--- src/rtl/vga_pkg.sv ---
// vga_pkg: shared VGA raster timing constants.
//   - 640x480@60 default timing (25 MHz pixel clock from a 50 MHz system clock)
//   - 800x600@60 alternate timing set
//   - vga_total(): line/frame length from active + porches + sync
//   - SYNC_ACTIVE: level driven on hsync_n/vsync_n during a sync pulse
package vga_pkg;

  function automatic int unsigned vga_total(input int unsigned active,
                                            input int unsigned fp,
                                            input int unsigned sync,
                                            input int unsigned bp);
    return active + fp + sync + bp;
  endfunction

  localparam int unsigned VGA_CNT_W    = 10;
  localparam int unsigned VGA_CLK_DIV  = 2;

  localparam int unsigned VGA_H_ACTIVE = 640;
  localparam int unsigned VGA_H_FP     = 16;
  localparam int unsigned VGA_H_SYNC   = 96;
  localparam int unsigned VGA_H_BP     = 48;
  localparam int unsigned VGA_V_ACTIVE = 480;
  localparam int unsigned VGA_V_FP     = 10;
  localparam int unsigned VGA_V_SYNC   = 2;
  localparam int unsigned VGA_V_BP     = 33;

  localparam int unsigned VGA_H_TOTAL =
    vga_total(VGA_H_ACTIVE, VGA_H_FP, VGA_H_SYNC, VGA_H_BP);
  localparam int unsigned VGA_V_TOTAL =
    vga_total(VGA_V_ACTIVE, VGA_V_FP, VGA_V_SYNC, VGA_V_BP);

  localparam int unsigned SVGA_H_ACTIVE = 800;
  localparam int unsigned SVGA_H_FP     = 40;
  localparam int unsigned SVGA_H_SYNC   = 128;
  localparam int unsigned SVGA_H_BP     = 88;
  localparam int unsigned SVGA_V_ACTIVE = 600;
  localparam int unsigned SVGA_V_FP     = 1;
  localparam int unsigned SVGA_V_SYNC   = 4;
  localparam int unsigned SVGA_V_BP     = 23;

  // Both sync outputs are active low.
  localparam logic SYNC_ACTIVE = 1'b0;

endpackage

--- src/rtl/vga_timing_controller_comparator.sv ---
// comparator: unsigned less-than between a counter value and a threshold.
//   a_i   in  N  counter value
//   b_i   in  N  threshold
//   lt_o  out 1  a_i < b_i
module comparator #(
  parameter int unsigned N = 10
) (
  input  logic [N-1:0] a_i,
  input  logic [N-1:0] b_i,
  output logic         lt_o
);

  assign lt_o = (a_i < b_i);

endmodule

--- src/rtl/vga_timing_controller.sv ---
// vga_timing_controller: VGA raster sequencer.
//   clk          in   system clock, rising edge
//   rst          in   synchronous reset, active high (priority over en)
//   en           in   run enable; 0 freezes divider, counters and outputs
//   pixel_tick   out  1-clk pulse once per CLK_DIV clocks
//   hsync_n      out  horizontal sync, active low
//   vsync_n      out  vertical sync, active low
//   video_on     out  (x, y) inside the visible area
//   x, y         out  current raster position
//   frame_start  out  1-clk pulse when x=0, y=0 appears after a frame wrap
module vga_timing_controller
  import vga_pkg::*;
#(
  parameter int unsigned CNT_W    = VGA_CNT_W,
  parameter int unsigned CLK_DIV  = VGA_CLK_DIV,
  parameter int unsigned H_ACTIVE = VGA_H_ACTIVE,
  parameter int unsigned H_FP     = VGA_H_FP,
  parameter int unsigned H_SYNC   = VGA_H_SYNC,
  parameter int unsigned H_BP     = VGA_H_BP,
  parameter int unsigned V_ACTIVE = VGA_V_ACTIVE,
  parameter int unsigned V_FP     = VGA_V_FP,
  parameter int unsigned V_SYNC   = VGA_V_SYNC,
  parameter int unsigned V_BP     = VGA_V_BP
) (
  input  logic             clk,
  input  logic             rst,
  input  logic             en,
  output logic             pixel_tick,
  output logic             hsync_n,
  output logic             vsync_n,
  output logic             video_on,
  output logic [CNT_W-1:0] x,
  output logic [CNT_W-1:0] y,
  output logic             frame_start
);

  localparam int unsigned H_TOTAL = vga_total(H_ACTIVE, H_FP, H_SYNC, H_BP);
  localparam int unsigned V_TOTAL = vga_total(V_ACTIVE, V_FP, V_SYNC, V_BP);
  localparam int unsigned DIV_W   = (CLK_DIV > 1) ? $clog2(CLK_DIV) : 1;

  localparam logic [DIV_W-1:0] DIV_LAST = DIV_W'(CLK_DIV - 1);
  localparam logic [CNT_W-1:0] H_LAST   = CNT_W'(H_TOTAL - 1);
  localparam logic [CNT_W-1:0] V_LAST   = CNT_W'(V_TOTAL - 1);

  // Sync windows are [start, end) so each needs only less-than compares.
  localparam logic [CNT_W-1:0] H_ACT_C  = CNT_W'(H_ACTIVE);
  localparam logic [CNT_W-1:0] H_SS_C   = CNT_W'(H_ACTIVE + H_FP);
  localparam logic [CNT_W-1:0] H_SE_C   = CNT_W'(H_ACTIVE + H_FP + H_SYNC);
  localparam logic [CNT_W-1:0] V_ACT_C  = CNT_W'(V_ACTIVE);
  localparam logic [CNT_W-1:0] V_SS_C   = CNT_W'(V_ACTIVE + V_FP);
  localparam logic [CNT_W-1:0] V_SE_C   = CNT_W'(V_ACTIVE + V_FP + V_SYNC);

  if ((longint'(H_TOTAL) > (longint'(1) << CNT_W)) ||
      (longint'(V_TOTAL) > (longint'(1) << CNT_W))) begin : g_width_err
    $error("vga_timing_controller: CNT_W too narrow for H_TOTAL-1 / V_TOTAL-1");
  end

  if (CLK_DIV == 0) begin : g_div_err
    $error("vga_timing_controller: CLK_DIV must be at least 1");
  end

  logic [DIV_W-1:0] div_cnt_q, div_cnt_d;
  logic [CNT_W-1:0] h_cnt_q, h_cnt_d;
  logic [CNT_W-1:0] v_cnt_q, v_cnt_d;
  logic             frame_wrap_q, frame_wrap_d;

  logic             pixel_tick_q, hsync_n_q, vsync_n_q, video_on_q, frame_start_q;
  logic [CNT_W-1:0] x_q, y_q;

  logic div_wrap, h_last, v_last;
  logic h_lt_act, h_lt_ss, h_lt_se;
  logic v_lt_act, v_lt_ss, v_lt_se;
  logic hs, vs, vis;

  comparator #(.N(CNT_W)) u_h_act (.a_i(h_cnt_q), .b_i(H_ACT_C), .lt_o(h_lt_act));
  comparator #(.N(CNT_W)) u_h_ss  (.a_i(h_cnt_q), .b_i(H_SS_C),  .lt_o(h_lt_ss));
  comparator #(.N(CNT_W)) u_h_se  (.a_i(h_cnt_q), .b_i(H_SE_C),  .lt_o(h_lt_se));
  comparator #(.N(CNT_W)) u_v_act (.a_i(v_cnt_q), .b_i(V_ACT_C), .lt_o(v_lt_act));
  comparator #(.N(CNT_W)) u_v_ss  (.a_i(v_cnt_q), .b_i(V_SS_C),  .lt_o(v_lt_ss));
  comparator #(.N(CNT_W)) u_v_se  (.a_i(v_cnt_q), .b_i(V_SE_C),  .lt_o(v_lt_se));

  assign hs  = !h_lt_ss && h_lt_se;
  assign vs  = !v_lt_ss && v_lt_se;
  assign vis = h_lt_act && v_lt_act;

  always_comb begin
    div_wrap     = en && (div_cnt_q == DIV_LAST);
    h_last       = (h_cnt_q == H_LAST);
    v_last       = (v_cnt_q == V_LAST);
    div_cnt_d    = div_cnt_q;
    h_cnt_d      = h_cnt_q;
    v_cnt_d      = v_cnt_q;
    frame_wrap_d = frame_wrap_q;

    if (en) begin
      div_cnt_d    = div_wrap ? '0 : div_cnt_q + DIV_W'(1);
      // Remembers the frame wrap until the outputs have shown (0,0) once,
      // so frame_start stays aligned with x/y even across an en=0 gap.
      frame_wrap_d = div_wrap && h_last && v_last;
    end

    if (div_wrap) begin
      if (h_last) begin
        h_cnt_d = '0;
        v_cnt_d = v_last ? '0 : v_cnt_q + CNT_W'(1);
      end else begin
        h_cnt_d = h_cnt_q + CNT_W'(1);
      end
    end
  end

  always_ff @(posedge clk) begin
    if (rst) begin
      div_cnt_q    <= '0;
      h_cnt_q      <= '0;
      v_cnt_q      <= '0;
      frame_wrap_q <= 1'b0;
    end else begin
      div_cnt_q    <= div_cnt_d;
      h_cnt_q      <= h_cnt_d;
      v_cnt_q      <= v_cnt_d;
      frame_wrap_q <= frame_wrap_d;
    end
  end

  always_ff @(posedge clk) begin
    if (rst) begin
      pixel_tick_q  <= 1'b0;
      frame_start_q <= 1'b0;
      hsync_n_q     <= ~SYNC_ACTIVE;
      vsync_n_q     <= ~SYNC_ACTIVE;
      video_on_q    <= 1'b0;
      x_q           <= '0;
      y_q           <= '0;
    end else if (en) begin
      pixel_tick_q  <= div_wrap;
      frame_start_q <= frame_wrap_q;
      hsync_n_q     <= hs ? SYNC_ACTIVE : ~SYNC_ACTIVE;
      vsync_n_q     <= vs ? SYNC_ACTIVE : ~SYNC_ACTIVE;
      video_on_q    <= vis;
      x_q           <= h_cnt_q;
      y_q           <= v_cnt_q;
    end else begin
      pixel_tick_q  <= 1'b0;
      frame_start_q <= 1'b0;
    end
  end

  assign pixel_tick  = pixel_tick_q;
  assign frame_start = frame_start_q;
  assign hsync_n     = hsync_n_q;
  assign vsync_n     = vsync_n_q;
  assign video_on    = video_on_q;
  assign x           = x_q;
  assign y           = y_q;

endmodule
--- config.mk ---
export PLATFORM = sky130hd
export DESIGN_NAME = vga_timing_controller
export DESIGN_NICKNAME = d
export VERILOG_FILES = /design/src/rtl/vga_pkg.sv /design/src/rtl/vga_timing_controller_comparator.sv /design/src/rtl/vga_timing_controller.sv
export SDC_FILE = /design/constraint.sdc
export NUM_CORES = 1
export LEC_CHECK = 0
export ABC_CLOCK_PERIOD_IN_PS = 2000
export BUFFER_PORTS_ARGS = -buffer_cell sky130_fd_sc_hd__buf_2
export CAP_MARGIN = 20
export CORE_UTILIZATION = 51
export CTS_CLUSTER_DIAMETER = 50
export CTS_CLUSTER_SIZE = 24
export DETAILED_ROUTE_END_ITERATION = 16
export HOLD_SLACK_MARGIN = 0.12
export PLACE_DENSITY_LB_ADDON = 0.25
export RECOVER_POWER = 100
export REMOVE_ABC_BUFFERS = 1
export SKIP_LAST_GASP = 1
export SLEW_MARGIN = 40
export SYNTH_ARGS = -nofsm -noshare
export SYNTH_HDL_FRONTEND = slang
export SYNTH_SLANG_ARGS = --single-unit
--- constraint.sdc ---
create_clock -name clk -period 2 [get_ports clk]
set_input_delay 0.2 -clock clk [delete_from_list [all_inputs] [get_ports clk]]
set_output_delay 0.2 -clock clk [all_outputs]
set_load 0.02 [all_outputs]
# Word level (Yosys, flattened, before mapping)
# Cells that the tools add are included.
# totals
reg_bits	47
input_bits	3
out_inout_bits	25
word_cells	38
# op_classes
n_addsub	3
n_lt_le_gt_ge	6
eq_ne	2
n_mux	5
bitwise_logic	1
reduce_logical	10
# op_table
cell	n
< comparator 10 bit, second input constant	3
< comparator 10 x 9 -> 1 bit, second input constant	3
adder 10 x 1 -> 10 bit, second input constant	2
== test 10 bit, second input constant	2
two-way mux 10 bit	2
logical AND 1 bit	6
two-way mux 1 bit	3
logical NOT 1 bit	2
AND reduction 2 bit	1
OR reduction 2 bit	1
adder 1 bit, second input constant	1
NOT 1 bit	1

# Longest topological paths before layout
# logic_depth
depth_word	4
mapped_depth	7
mapped_depth_nobuf	6

# Modules after synthesis
# Synthesis repeated with hierarchy kept, for this count alone.
# unflattened
hier_cells	404
area_unflattened_um2	3369.5
# by_module_without_submodules
mod	instances	cells_per_inst	area_per_inst_um2	seq_area_each_um2
vga_timing_controller	1	212	1958.1	940.9
comparator	6	32	235.2	0.0

# Least setup slack after synthesis
# No wires, ideal clock.
# synth_path
path_type	flip-flop to flip-flop
start	register v_cnt_q[1]
end	register v_cnt_q[7]
setup_ns	0.123
t_arrival_ns	1.713
t_required_ns	1.877
path_slack_ns	0.164
stages_incl_launch_ff	8
n_path_buf	1
period_less_slack_ns	1.836
cell_sequence	dfxtp_1 -> inv_1 -> ha_1 -> or4b_1 -> o41a_1 -> buf_6 -> a31oi_1 -> mux2i_1
# synth_between
elab_chain_len	2
word_cells_on_any_way	3
classes_between	add/sub: 1; eq/ne: 1; mux: 1
# synth_rtl
element	line	rtl
start: declaration	vga_timing_controller.sv:64	logic [CNT_W-1:0] v_cnt_q, v_cnt_d;
start signal: assignment	vga_timing_controller.sv:121	v_cnt_q <= v_cnt_d;
adder 10 x 1 -> 10 bit or == test 10 bit (tied branches)	vga_timing_controller.sv:105, vga_timing_controller.sv:89	
two-way mux 10 bit (*)	vga_timing_controller.sv:105	v_cnt_d = v_last ? '0 : v_cnt_q + CNT_W'(1);
# Mark *: on every way between the ends. The rest lies on a longest branch, timed or not.
# A chain may end at the register's enable or synchronous reset.

# Worst setup path in the final report
# layout_path
start	register v_cnt_q[1]
end	register v_cnt_q[6]
# Same word-level chain as after synthesis.

==> results.yml <==
outcome:
  run_status: "finished, final reports clean"
clock_tree:
  clk_root_buffer_cell: "clkbuf_8"
  cts_tree: "done"
  numCtsBuffers: 5
  cts_num_sinks: 47
  ctsHoldBuffers: 0
  worstSkewPairLatency_ps: 300
  cts_setup_buffers: 0
  clkTransAtPathRegs_ps: 90
  cts-resized-gates: 0
  htreeDepth: 2
  cts_max_path_buffers: 2
sta:
  skew_ps: 4.80
  finalSetupTns_ps: 0
  min_period_over_period: 0.933
  fmax_ghz: 0.536
  setup_viol: 0
  slew_violations: 0
  rsz0062_at_grt: "false"
  min_period_ps: 1870
  hold_viol: 0
  max_slew_margin: 0.539
  tightest_slew_ps: 692
  worst_slack_ps: 134
layout:
  num_antenna_cells: 0
  fin_nets: 263
  area.growth.synth_to_final_pct: 13.4
  fill_cells: 355
  regArea_um2: 941
  drive_gt1_frac: 0.0814
  multi_input_comb_area_um2: 1030
worst_setup_path:
  path_max_fanout: 5
  crit_path_end_kind: "register"
  critPathLaunchType: "register"
  crit_required_ps: 2180
  path_class: "reg -> reg"
  worstPathArrival_ps: 2040
logic_synthesis:
  yosysTopAreaCell: "dfxtp_1"
  ys_types: 44
  synthSimpleGateAreaFrac: 0.254
  syn_avg_cell_area_um2: 9.22
  synthMuxAreaShare: 0.108
  syn_inst: 222
  synth_top_family_by_area: "simple AND/OR/NAND/NOR gates"
  ys_warn_count: 0
  synth_compound_area_frac: 0.0837
  synth_fa_ha_area_frac: 0.0183
  synth_flop_cell: "dfxtp_1"
  async_flop_share: 0
  synth.area.top_cells: "dfxtp_1 46%, mux2i_1 11%, nor2_1 5.7%"
  synthXorXnorAreaFrac: 0.0342
  synth_top_area_frac: 0.460
  ys_seq_area_frac: 0.460
  synth_edf_count: 0
  synth-seq-cells: 47
  syn_area_um2: 2050
floorplan:
  core_um2: 3740
  rows: 22
  initial_core_util: 0.547
  dieWidth_um: 65.4
  die_area_um2: 4270
  io_pins: 28
  die_h_um: 65.4
route:
  first_iter_violations: 88
  wl_per_cell_um: 13.5
  drc: 0
  first_pass_iters: 4
  viasPerCell: 5.50
  vias: 1683
  postRouteAntennaNets: 0
  routed_wirelength_mm: 4.12
min_path:
  hold_path_class: "in -> reg"
power_and_ir_drop:
  p_leak_nw: 0.884
  ir_worst_vdd_mv: 0.474
  power_density_nw_per_um2: 679
place:
  numPortBuffers: 27
  gp_congestion: 0.838
  hpwl_mm: 2.92
  dp_worst_setup_slack_ps: 45.5
grt:
  first_global_vias: 1560
  grt_util_all_layers: 0.220
  grt_max_degree: 33
  grt_pass1_wl_mm: 7.11
  grt-ovfl-total: 0
  antenna_found_initial: 0
job:
  drv_cap: 0
-- routing by layer --
metal	global-route usage	up-vias	part of all wire	routed length (µm)
met5	0	-	0	0
met4	0.0978	0	0.017	69
met3	0.0486	7	0.059	245
met2	0.320	50	0.43	1750
met1	0.309	765	0.50	2050
li1	-	861	-	-
-- layout by cell type, fill, tap and decap left out, drive strengths merged, types with 4 or more instances in the layout --
master / count
a21oi: 6
dfxtp: 47
clkbuf: 36
mux2i: 22
and4: 5
nand2: 23
xor2: 7
nor2: 31
nor3: 4
inv: 5
nand3: 14
buf: 10
-- worst max-delay path: stages (launching register included) --
cell and delay, ps:
dfxtp_1 320, inv_1 90, ha_1 150, or4b_1 480, o41a_1 430, nand2_2 150, o311ai_0 120
-- through the flow --
| stage | area (µm²) | instances | power, W | hold slack [ps] | utilization |
|---|---|---|---|---|---|
| 5_1_grt | 2320 | 306 | 0.00165 | 313 | 0.620 |
| 2_1_floorplan | 1980 | 209 | 0.00101 | 269 | - |
| 4_1_cts | 2360 | 305 | 0.00160 | 275 | 0.630 |
| 3_5_place_dp | 2270 | 297 | 0.00105 | 453 | 0.607 |
| 6_report | 2320 | 306 | 0.00158 | 306 | 0.620 |
| 3_3_place_gp | 2270 | 297 | 0.00105 | 448 | 0.607 |
-- path summary, 6_finish.rpt --
kind / slack, ps / to / from / cells after the start
hold / removal: 310 / hsync_n / rst / 4
hold reg to reg: 470 / vsync_n / vsync_n / 1
setup / recovery: 130 / v_cnt_q[6] / v_cnt_q[1] / 6
setup reg to reg: 130 / v_cnt_q[6] / v_cnt_q[1] / 6
-- synthesized netlist by cell type (all sizes together), types with 4 or more instances --
cell type	number
mux2i	22
buf	7
inv	5
xor2	7
nor2	31
clkbuf	6
nand3	14
nor3	4
and4	5
a21oi	6
nand2	23
dfxtp	47
-- layout make-up --
cell class,count,share of cell area
clock buffer,6,0.0313
clock inverter,2,0.00539
inverter,5,0.00809
multi-input combinational,158,0.444
sequential,47,0.405
tap,48,0.0259
timing repair buffer,40,0.0798
-- power by group --
group	internal (W)	switching [W]	total [W]
combinational	0.0000254	0.0000493	0.0000748
clock	0.000244	0.000308	0.000553
sequential	0.000943	0.00000601	0.000949
total	0.00121	0.000364	0.00158
-- flip-flops by register name (all words and copies together), names as in the netlist --
register,cells
div_cnt_q,1
pixel_tick,1
video_on,1
hsync_n,1
h_cnt_q,10
vsync_n,1
x,10
frame_start,1
frame_wrap_q,1
y,10
v_cnt_q,10
-- cell families after synthesis --
family,Yosys count
simple gates,100
flops,47
compound gates,24
mux,22
buf+inv,18
xor+xnor,8
fa+ha+maj,3
No activity file was read; power rests on OpenSTA's default activity.
